`src/rtl/led_seq_ctrl_pkg.sv`:
```
// Shared types, colour constants and the colour-step function for the LED sequencer.
// LED_SEQ_PINGPONG_EN selects bounce (ping-pong) stepping instead of wrap-around.
package led_pkg;

  typedef logic [2:0] colour_t;

  localparam colour_t COLOUR_FIRST = 3'b001;
  localparam colour_t COLOUR_LAST  = 3'b110;

  localparam logic DIR_UP   = 1'b1;
  localparam logic DIR_DOWN = 1'b0;

  typedef enum logic [1:0] {
    IDLE  = 2'd0,
    PRESS = 2'd1,
    HOLD  = 2'd2
  } state_e;

  function automatic logic colour_legal(colour_t c);
    return (c != 3'b000) && (c != 3'b111);
  endfunction

  // Ping-pong turns around at either end; otherwise the sequence wraps in the given direction.
  function automatic colour_t next_colour(colour_t c, logic dir);
    colour_t n;
`ifdef LED_SEQ_PINGPONG_EN
    if (dir == DIR_UP) n = (c == COLOUR_LAST)  ? c - 3'd1 : c + 3'd1;
    else               n = (c == COLOUR_FIRST) ? c + 3'd1 : c - 3'd1;
`else
    if (dir == DIR_UP) n = (c == COLOUR_LAST)  ? COLOUR_FIRST : c + 3'd1;
    else               n = (c == COLOUR_FIRST) ? COLOUR_LAST  : c - 3'd1;
`endif
    return n;
  endfunction

endpackage

```
`src/rtl/led_seq_ctrl_btn_debounce.sv`:
```
// Two-flop synchroniser plus stability counter for the raw push-button.
// Also exposes which edge the debounced level is about to take, so the caller can react on that edge.
module btn_debounce #(
  parameter int DEBOUNCE_CYCLES = 4,
  parameter int CNT_W           = 16
) (
  input  logic clk,
  input  logic rst_n,
  input  logic button,
  output logic btn_stable,
  output logic stable_rise,
  output logic stable_fall
);

  logic             sync1_q, sync2_q;
  logic             stable_q, stable_d;
  logic [CNT_W-1:0] cnt_q, cnt_d;
  logic             toggle;

  // The counter must reach DEBOUNCE_CYCLES and still see a mismatch before the level flips.
  always_comb begin
    cnt_d  = '0;
    toggle = 1'b0;
    if (sync2_q != stable_q) begin
      if (cnt_q == CNT_W'(DEBOUNCE_CYCLES)) toggle = 1'b1;
      else                                  cnt_d  = cnt_q + CNT_W'(1);
    end
    stable_d = stable_q ^ toggle;
  end

  always_ff @(posedge clk) begin
    if (!rst_n) begin
      sync1_q  <= 1'b0;
      sync2_q  <= 1'b0;
      stable_q <= 1'b0;
      cnt_q    <= '0;
    end else begin
      sync1_q  <= button;
      sync2_q  <= sync1_q;
      stable_q <= stable_d;
      cnt_q    <= cnt_d;
    end
  end

  assign btn_stable  = stable_q;
  assign stable_rise = toggle & ~stable_q;
  assign stable_fall = toggle &  stable_q;

endmodule

```
`src/rtl/led_seq_ctrl.sv`:
```
// Push-button driven LED colour sequencer: one advance per press, auto-repeat while held.
// Optional macro LED_SEQ_PINGPONG_EN makes the sequence bounce between 001 and 110.
module led_seq_ctrl
  import led_pkg::*;
#(
  parameter int DEBOUNCE_CYCLES = 4,
  parameter int STEP_CYCLES     = 8,
  parameter int CNT_W           = 16
) (
  input  logic       clk,
  input  logic       rst_n,
  input  logic       button,
  input  logic       enable,
  output logic [2:0] colour,
  output logic       step,
  output logic       btn_stable
);

  state_e           state_q, state_d;
  colour_t          colour_q, colour_d;
  logic             step_q, step_d;
  logic [CNT_W-1:0] timer_q, timer_d;
  logic             stable_rise, stable_fall;
  logic             released;
  logic             advance;
  logic             dir_cur;

  btn_debounce #(
    .DEBOUNCE_CYCLES (DEBOUNCE_CYCLES),
    .CNT_W           (CNT_W)
  ) u_debounce (
    .clk         (clk),
    .rst_n       (rst_n),
    .button      (button),
    .btn_stable  (btn_stable),
    .stable_rise (stable_rise),
    .stable_fall (stable_fall)
  );

  // A fall landing on this edge counts as released, so it beats a coincident timer expiry.
  assign released = ~btn_stable | stable_fall;

  always_comb begin
    state_d = state_q;
    timer_d = timer_q;
    advance = 1'b0;
    if (!enable) begin
      state_d = IDLE;
      timer_d = '0;
    end else begin
      case (state_q)
        IDLE: begin
          timer_d = '0;
          if (stable_rise)              state_d = PRESS;
          else if (!released)           state_d = HOLD;
        end
        PRESS: begin
          timer_d = '0;
          if (released) state_d = IDLE;
          else begin
            advance = 1'b1;
            state_d = HOLD;
          end
        end
        HOLD: begin
          if (released) begin
            state_d = IDLE;
            timer_d = '0;
          end else if (timer_q == CNT_W'(STEP_CYCLES - 1)) begin
            advance = 1'b1;
            timer_d = '0;
          end else begin
            timer_d = timer_q + CNT_W'(1);
          end
        end
        default: begin
          state_d = IDLE;
          timer_d = '0;
        end
      endcase
    end
  end

  always_comb begin
    colour_d = colour_q;
    step_d   = 1'b0;
    if (!colour_legal(colour_q)) begin
      colour_d = COLOUR_FIRST;
    end else if (advance) begin
      colour_d = next_colour(colour_q, dir_cur);
      step_d   = 1'b1;
    end
  end

`ifdef LED_SEQ_PINGPONG_EN
  logic dir_q, dir_d;

  always_comb begin
    dir_d = dir_q;
    if (!colour_legal(colour_q)) begin
      dir_d = DIR_UP;
    end else if (advance) begin
      if (dir_q == DIR_UP && colour_q == COLOUR_LAST)         dir_d = DIR_DOWN;
      else if (dir_q == DIR_DOWN && colour_q == COLOUR_FIRST) dir_d = DIR_UP;
    end
  end

  always_ff @(posedge clk) begin
    if (!rst_n) dir_q <= DIR_UP;
    else        dir_q <= dir_d;
  end

  assign dir_cur = dir_q;
`else
  assign dir_cur = DIR_UP;
`endif

  always_ff @(posedge clk) begin
    if (!rst_n) begin
      state_q  <= IDLE;
      colour_q <= COLOUR_FIRST;
      step_q   <= 1'b0;
      timer_q  <= '0;
    end else begin
      state_q  <= state_d;
      colour_q <= colour_d;
      step_q   <= step_d;
      timer_q  <= timer_d;
    end
  end

  assign colour = colour_q;
  assign step   = step_q;

endmodule

```
`config.mk`:
```
export PLATFORM = sky130hd
export DESIGN_NAME = led_seq_ctrl
export DESIGN_NICKNAME = d
export VERILOG_FILES = /design/src/rtl/led_seq_ctrl_pkg.sv /design/src/rtl/led_seq_ctrl_btn_debounce.sv /design/src/rtl/led_seq_ctrl.sv
export SDC_FILE = /design/constraint.sdc
export NUM_CORES = 1
export LEC_CHECK = 0
export ABC_AREA = 1
export CAP_MARGIN = 15
export CORE_ASPECT_RATIO = 2
export CORE_MARGIN = 1.5
export CORE_UTILIZATION = 34
export DETAILED_ROUTE_END_ITERATION = 7
export GPL_ROUTABILITY_DRIVEN = 0
export PLACE_DENSITY_LB_ADDON = 0.1
export SLEW_MARGIN = 10
export SYNTH_ARGS = -nofsm -noshare
export SYNTH_HDL_FRONTEND = slang
export SYNTH_SLANG_ARGS = --single-unit
```
`constraint.sdc`:
```
create_clock -name clk -period 1.59 [get_ports clk]
set_input_delay 0.2385 -clock clk [delete_from_list [all_inputs] [get_ports clk]]
set_output_delay 0.2385 -clock clk [all_outputs]
set_load 0.005 [all_outputs]
```
Yosys cells after proc, flatten, opt, wreduce, memory -nomap -nowiden:

Index checks and enable logic that the tools add are counted.

* bits in registers: 41
* input bits: 4
* word-level logic and storage cells: 51

* add/subtract/negate cells: 3
* equality and inequality tests: 9
* multiplexer cells: 14
* bitwise operators: 9
* reductions and logical operators: 8

Operator list (number)
* 16-bit by 1-bit adder with 16-bit output, second input constant: 2
* 16-bit by 3-bit equality test with 1-bit output, second input constant: 2
* 2-bit two-way mux: 4
* 1-bit two-way mux: 7
* 3-bit != test, second input constant: 2
* 2-bit one-hot mux with 3 select lines: 1
* 2-bit AND reduction: 3
* 1-bit inverter: 5
* 5-bit OR reduction: 1
* 3-bit by 1-bit adder with 3-bit output, second input constant: 1
* 3-bit equality test, second input constant: 1
* 3-bit two-way mux: 1
* 3-bit nonzero test: 1
* 3-bit OR reduction: 1
* 1-bit bitwise AND: 2
* 2-bit by 1-bit equality test with 1-bit output, second input constant: 1
* 2-bit equality test, second input constant: 1
* 2-bit logical NOT: 1
* 2-bit != test, second input constant: 1
* 1-bit one-hot mux with 2 select lines: 1
* 1-bit logical AND: 1
* 1-bit != test: 1
* 1-bit OR: 1
* 1-bit XOR: 1

Longest topological paths before layout:

* word-level depth: 9
* mapped depth: 12

By module:

From an unflattened synthesis, not the netlist that was laid out.

* cells, all modules: 324
* area total of the unflattened synthesis: 2204.6 um^2

By module, submodules not included
* led_seq_ctrl: instances 1, cells each 166, area each 1176.1 um^2, sequential area each 440.4 um^2
* btn_debounce: instances 1, cells each 158, area each 1028.5 um^2, sequential area each 380.4 um^2

Worst setup path after synthesis:

No wires, ideal clock.

* path kind: flip-flop to flip-flop
* from: register timer_q[0]
* to: register timer_q[12]
* setup time: 0.116 ns
* data arrival time: 1.352 ns
* data required time: 1.474 ns
* slack: 0.122 ns
* cell stages (with the launch flop): 9
* buffers on the path: 0
* period minus slack after synthesis: 1.468 ns
* cells stage by stage: dfxtp_1 ha_1 nand2_1 nor3_4 nand3_2 nor3_4 nand2_1 nor2_2 nor3_2

* longest elaborated chain between the ends: 2
* elaborated cells on any way between the ends: 3

Ends and longest elaborated chain
* start, declared: line led_seq_ctrl.sv:22 `logic [CNT_W-1:0] timer_q, timer_d;`
* start signal, assigned: line led_seq_ctrl.sv:128 `timer_q <= timer_d;`
* branches (longest 2 deep; another with 16-bit by 1-bit adder with 16-bit output)

Several ways; the timed one is not identified.
A chain may end at the register's enable or synchronous reset.

Worst setup path in the final report:

* from: register u_debounce.cnt_q[0]
* to: register colour_q[2], in the netlist colour[2]

* longest elaborated chain between the ends: 8
* elaborated cells on any way between the ends: 9

Ends and longest elaborated chain
* start, declared: line led_seq_ctrl_btn_debounce.sv:17 `logic [CNT_W-1:0] cnt_q, cnt_d;`
* start signal, assigned: line led_seq_ctrl_btn_debounce.sv:41 `cnt_q <= cnt_d;`
* 16-bit by 3-bit equality test with 1-bit output (*): line led_seq_ctrl_btn_debounce.sv:25 `if (cnt_q == CNT_W'(DEBOUNCE_CYCLES)) toggle = 1'b1;`
* 1-bit two-way mux (*): line led_seq_ctrl_btn_debounce.sv:25
* 1-bit two-way mux (*): line led_seq_ctrl_btn_debounce.sv:24 `if (sync2_q != stable_q) begin`
* 1-bit bitwise AND (*): line led_seq_ctrl_btn_debounce.sv:47 `assign stable_fall = toggle & stable_q;`
* 1-bit OR (*): line led_seq_ctrl.sv:41 `assign released = ~btn_stable | stable_fall;`
* 1-bit two-way mux, on equally long branches: line led_seq_ctrl.sv:66, led_seq_ctrl.sv:59
* 1-bit one-hot mux with 2 select lines (*): line led_seq_ctrl.sv:51 `case (state_q)`
* 1-bit two-way mux (*): line led_seq_ctrl.sv:47 `if (!enable) begin`
* end signal, assigned: line led_seq_ctrl.sv:126 `colour_q <= colour_d;`
* end, declared: line led_seq_ctrl.sv:20 `colour_t colour_q, colour_d;`

Every way passes the cells marked *; elsewhere a longest branch is shown, timed or not.

==> impl_metrics.json <==
{
  "yosysTopAreaCell": "dfxtp_1",
  "worstHoldPathCells": 2,
  "grt_pass1_vias": 1874,
  "cts-buffers-inserted": 5,
  "die_x_um": 58.45,
  "drc": 0,
  "ctsHoldBuffers": 0,
  "fill_cells": 625,
  "fin_skew_ns": 0.005821,
  "setup_viol": 0,
  "slew_violations": 0,
  "htree_levels": 2,
  "n_antenna_cell": 0,
  "yosys.area_share.simple_pct": 37.10,
  "synthAdderAreaFrac_pct": 3.591,
  "period_minus_slack_ns": 1.507,
  "power_density_mw_per_mm2": 809.4,
  "synthXorXnorAreaFrac_pct": 4.608,
  "tns_ns": 0,
  "synth_top_family_by_area": "simple AND/OR/NAND/NOR gates",
  "pin_count": 9,
  "grt_pass1_wl_um": 7783,
  "hold_viol": 0,
  "grtUsageTotal_pct": 15.50,
  "multi_input_area_mm2": 0.001221,
  "synth_cell_types": 32,
  "layout_common_cells": "49 x nand2_1, 43 x nor2_1, 38 x inv_1, 34 x dfxtp_1, 27 x buf_4",
  "finalPower_mw": 2.220,
  "avgSynthCellArea_um2": 7.388,
  "clk_pin_slew_worst_paths_ns": 0.06,
  "vias_per_cell": 4.781,
  "seq_area_um2": 834.6,
  "syn_inst": 283,
  "required_ns": 1.81,
  "floorplan.initialDensity_pct": 35.11,
  "outcome": "finished, final reports clean",
  "crit_type": "flip-flop to flip-flop",
  "synth_seq_area_share_pct": 39.26,
  "final_cells": 388,
  "synth.area.top_cells": "dfxtp_1 39%, nand2_1 10%, nor2_1 8.1%",
  "drive_gt1_share_pct": 26.15,
  "grt_max_degree": 14,
  "endpoint_kind": "flip-flop",
  "muxShareOfSynthArea_pct": 0,
  "dr.first_iter.drc_count": 44,
  "syn_nets": 293,
  "worstPathMaxFanout": 5,
  "synth_compound_area_share_pct": 7.121,
  "dp.cells": 375,
  "worst_pin_slew_ns": 0.3715,
  "period_share_pct": 94.79,
  "place_ws_ns": -0.03019,
  "worst_skew_pair.late_latency_ns": 0.29,
  "syn_area_mm2": 0.002091,
  "cap_violations": 0,
  "drtAntennaViolNets": 0,
  "clock_sinks": 41,
  "yosysWarnings": 0,
  "hpwlAfterDp_um": 3528,
  "rsz0062_at_grt": "yes",
  "wl_per_cell_um": 12.21,
  "arrival_ns": 1.73,
  "io_buffers": 8,
  "r2r_cells": 12,
  "start_kind": "flip-flop",
  "synth_top_area_share_pct": 39.26,
  "area_growth_pct": 31.18,
  "slew_headroom_pct": 75.00,
  "max_freq_mhz": 663.5,
  "rows": 40,
  "vias": 1855,
  "irDropWorstVdd_uv": 623.8,
  "final_common_cell": "nand2_1",
  "core-area_mm2": 0.005956,
  "cts_buffer_depth": 2,
  "antenna_found_initial": 0,
  "fp.dieH_um": 113.9,
  "die_area_mm2": 0.006657,
  "hp-class": "flip-flop to flip-flop",
  "cts_root_buffer": "clkbuf_16",
  "timing.final.ws_setup_ns": 0.08287,
  "grt_overflow": 0,
  "nets": 334,
  "ys_seq_elements": 41,
  "cts_tree": "done",
  "final_core_util_pct": 46.05,
  "leakage_nw": 1.127,
  "wl_um": 4737,
  "dr.pass1.iters": 4
}
==> path summary, 6_finish.rpt <==
check,start,endpoint,slack (ns)
setup / recovery,u_debounce.cnt_q[0],colour[2],0.08
hold reg to reg,u_debounce.sync1_q,u_debounce.sync2_q,0.41
setup reg to reg,u_debounce.cnt_q[0],colour[2],0.08
hold / removal,u_debounce.sync1_q,u_debounce.sync2_q,0.41
==> report_power, final <==
part / total (mW) / internal, mW / switching (mW)
clock network: 1.16 / 0.744 / 0.413
logic: 0.0333 / 0.0166 / 0.0167
registers: 1.03 / 1.03 / 0.00237
==> final cells by class <==
class / instances / area share, %
Clock buffer: 6 / 4.699
Tap cell: 63 / 2.874
Clock inverter: 2 / 1.414
Sequential cell: 41 / 30.43
Timing Repair Buffer: 35 / 10.31
Inverter: 42 / 5.748
Multi-Input combinational cell: 199 / 44.53
==> routing by layer <==
layer	vias up	part of all wire (%)	GRT usage (%)
li1	978	-	-
met1	844	34	13.40
met2	23	60	30.41
met3	10	2.1	2.834
met4	0	3.2	9.457
met5	-	0	0
==> stage by stage <==
stage	hold slack [ns]	cell area, µm²
after floorplan	0.3320	2091
after global placement	0.3924	2406
after detailed placement	0.3987	2406
after CTS	0.4150	2595
after global routing	0.4404	2743
final	0.4116	2743
==> cells in the mapped netlist <==
| library cell | instances |
|---|---|
| a211oi_1 | 1 |
| a21oi_1 | 15 |
| a21oi_2 | 1 |
| buf_2 | 1 |
| buf_6 | 1 |
| dfxtp_1 | 41 |
| ha_1 | 6 |
| inv_1 | 40 |
| inv_2 | 2 |
| nand2_1 | 56 |
| nand2_2 | 5 |
| nand3_1 | 16 |
| nand3_2 | 2 |
| nand3_4 | 1 |
| nand4_1 | 5 |
| nand4_4 | 1 |
| nor2_1 | 45 |
| nor2_2 | 4 |
| nor2_4 | 2 |
| nor3_1 | 4 |
| nor3_2 | 4 |
| nor3_4 | 2 |
| nor3b_1 | 2 |
| nor3b_2 | 1 |
| nor4_1 | 2 |
| o21a_1 | 2 |
| o21ai_0 | 7 |
| o21bai_1 | 1 |
| or2_0 | 1 |
| or2_4 | 1 |
| xnor2_1 | 1 |
| xor2_1 | 10 |
==> critical path: stages, from the launching register on <==
cell	delay [ns]
dfxtp_4	0.36
inv_2	0.04
ha_1	0.13
nand3_1	0.08
nor2_2	0.13
nand2_1	0.10
nand2_2	0.09
nand2_4	0.09
nand2_4	0.09
nand2_4	0.07
nand2_4	0.07
nand2_2	0.04
a21oi_1	0.13
==> registers in the layout, summed over array words and instances, names as in the netlist <==
| signal | cells |
|---|---|
| colour | 3 |
| state_q | 2 |
| step | 1 |
| timer_q | 16 |
| u_debounce.btn_stable | 1 |
| u_debounce.cnt_q | 16 |
| u_debounce.sync1_q | 1 |
| u_debounce.sync2_q | 1 |
==> logic make-up after synthesis <==
logic type               after synthesis
AND/OR/NAND/NOR                      154
buffers and inverters                 44
flip-flops                            41
AO/OA/AOI/OAI                         27
XOR/XNOR                              11
adder cells (fa/ha/maj)                6
==> what timing repair did <==
item,in CTS,in global routing
pin swaps,0,20
cloned,0,1
setup endpoints to repair,8,22
setup buffers,2,2
gates resized for setup,3,38
Power figures use the tool's default switching activity.
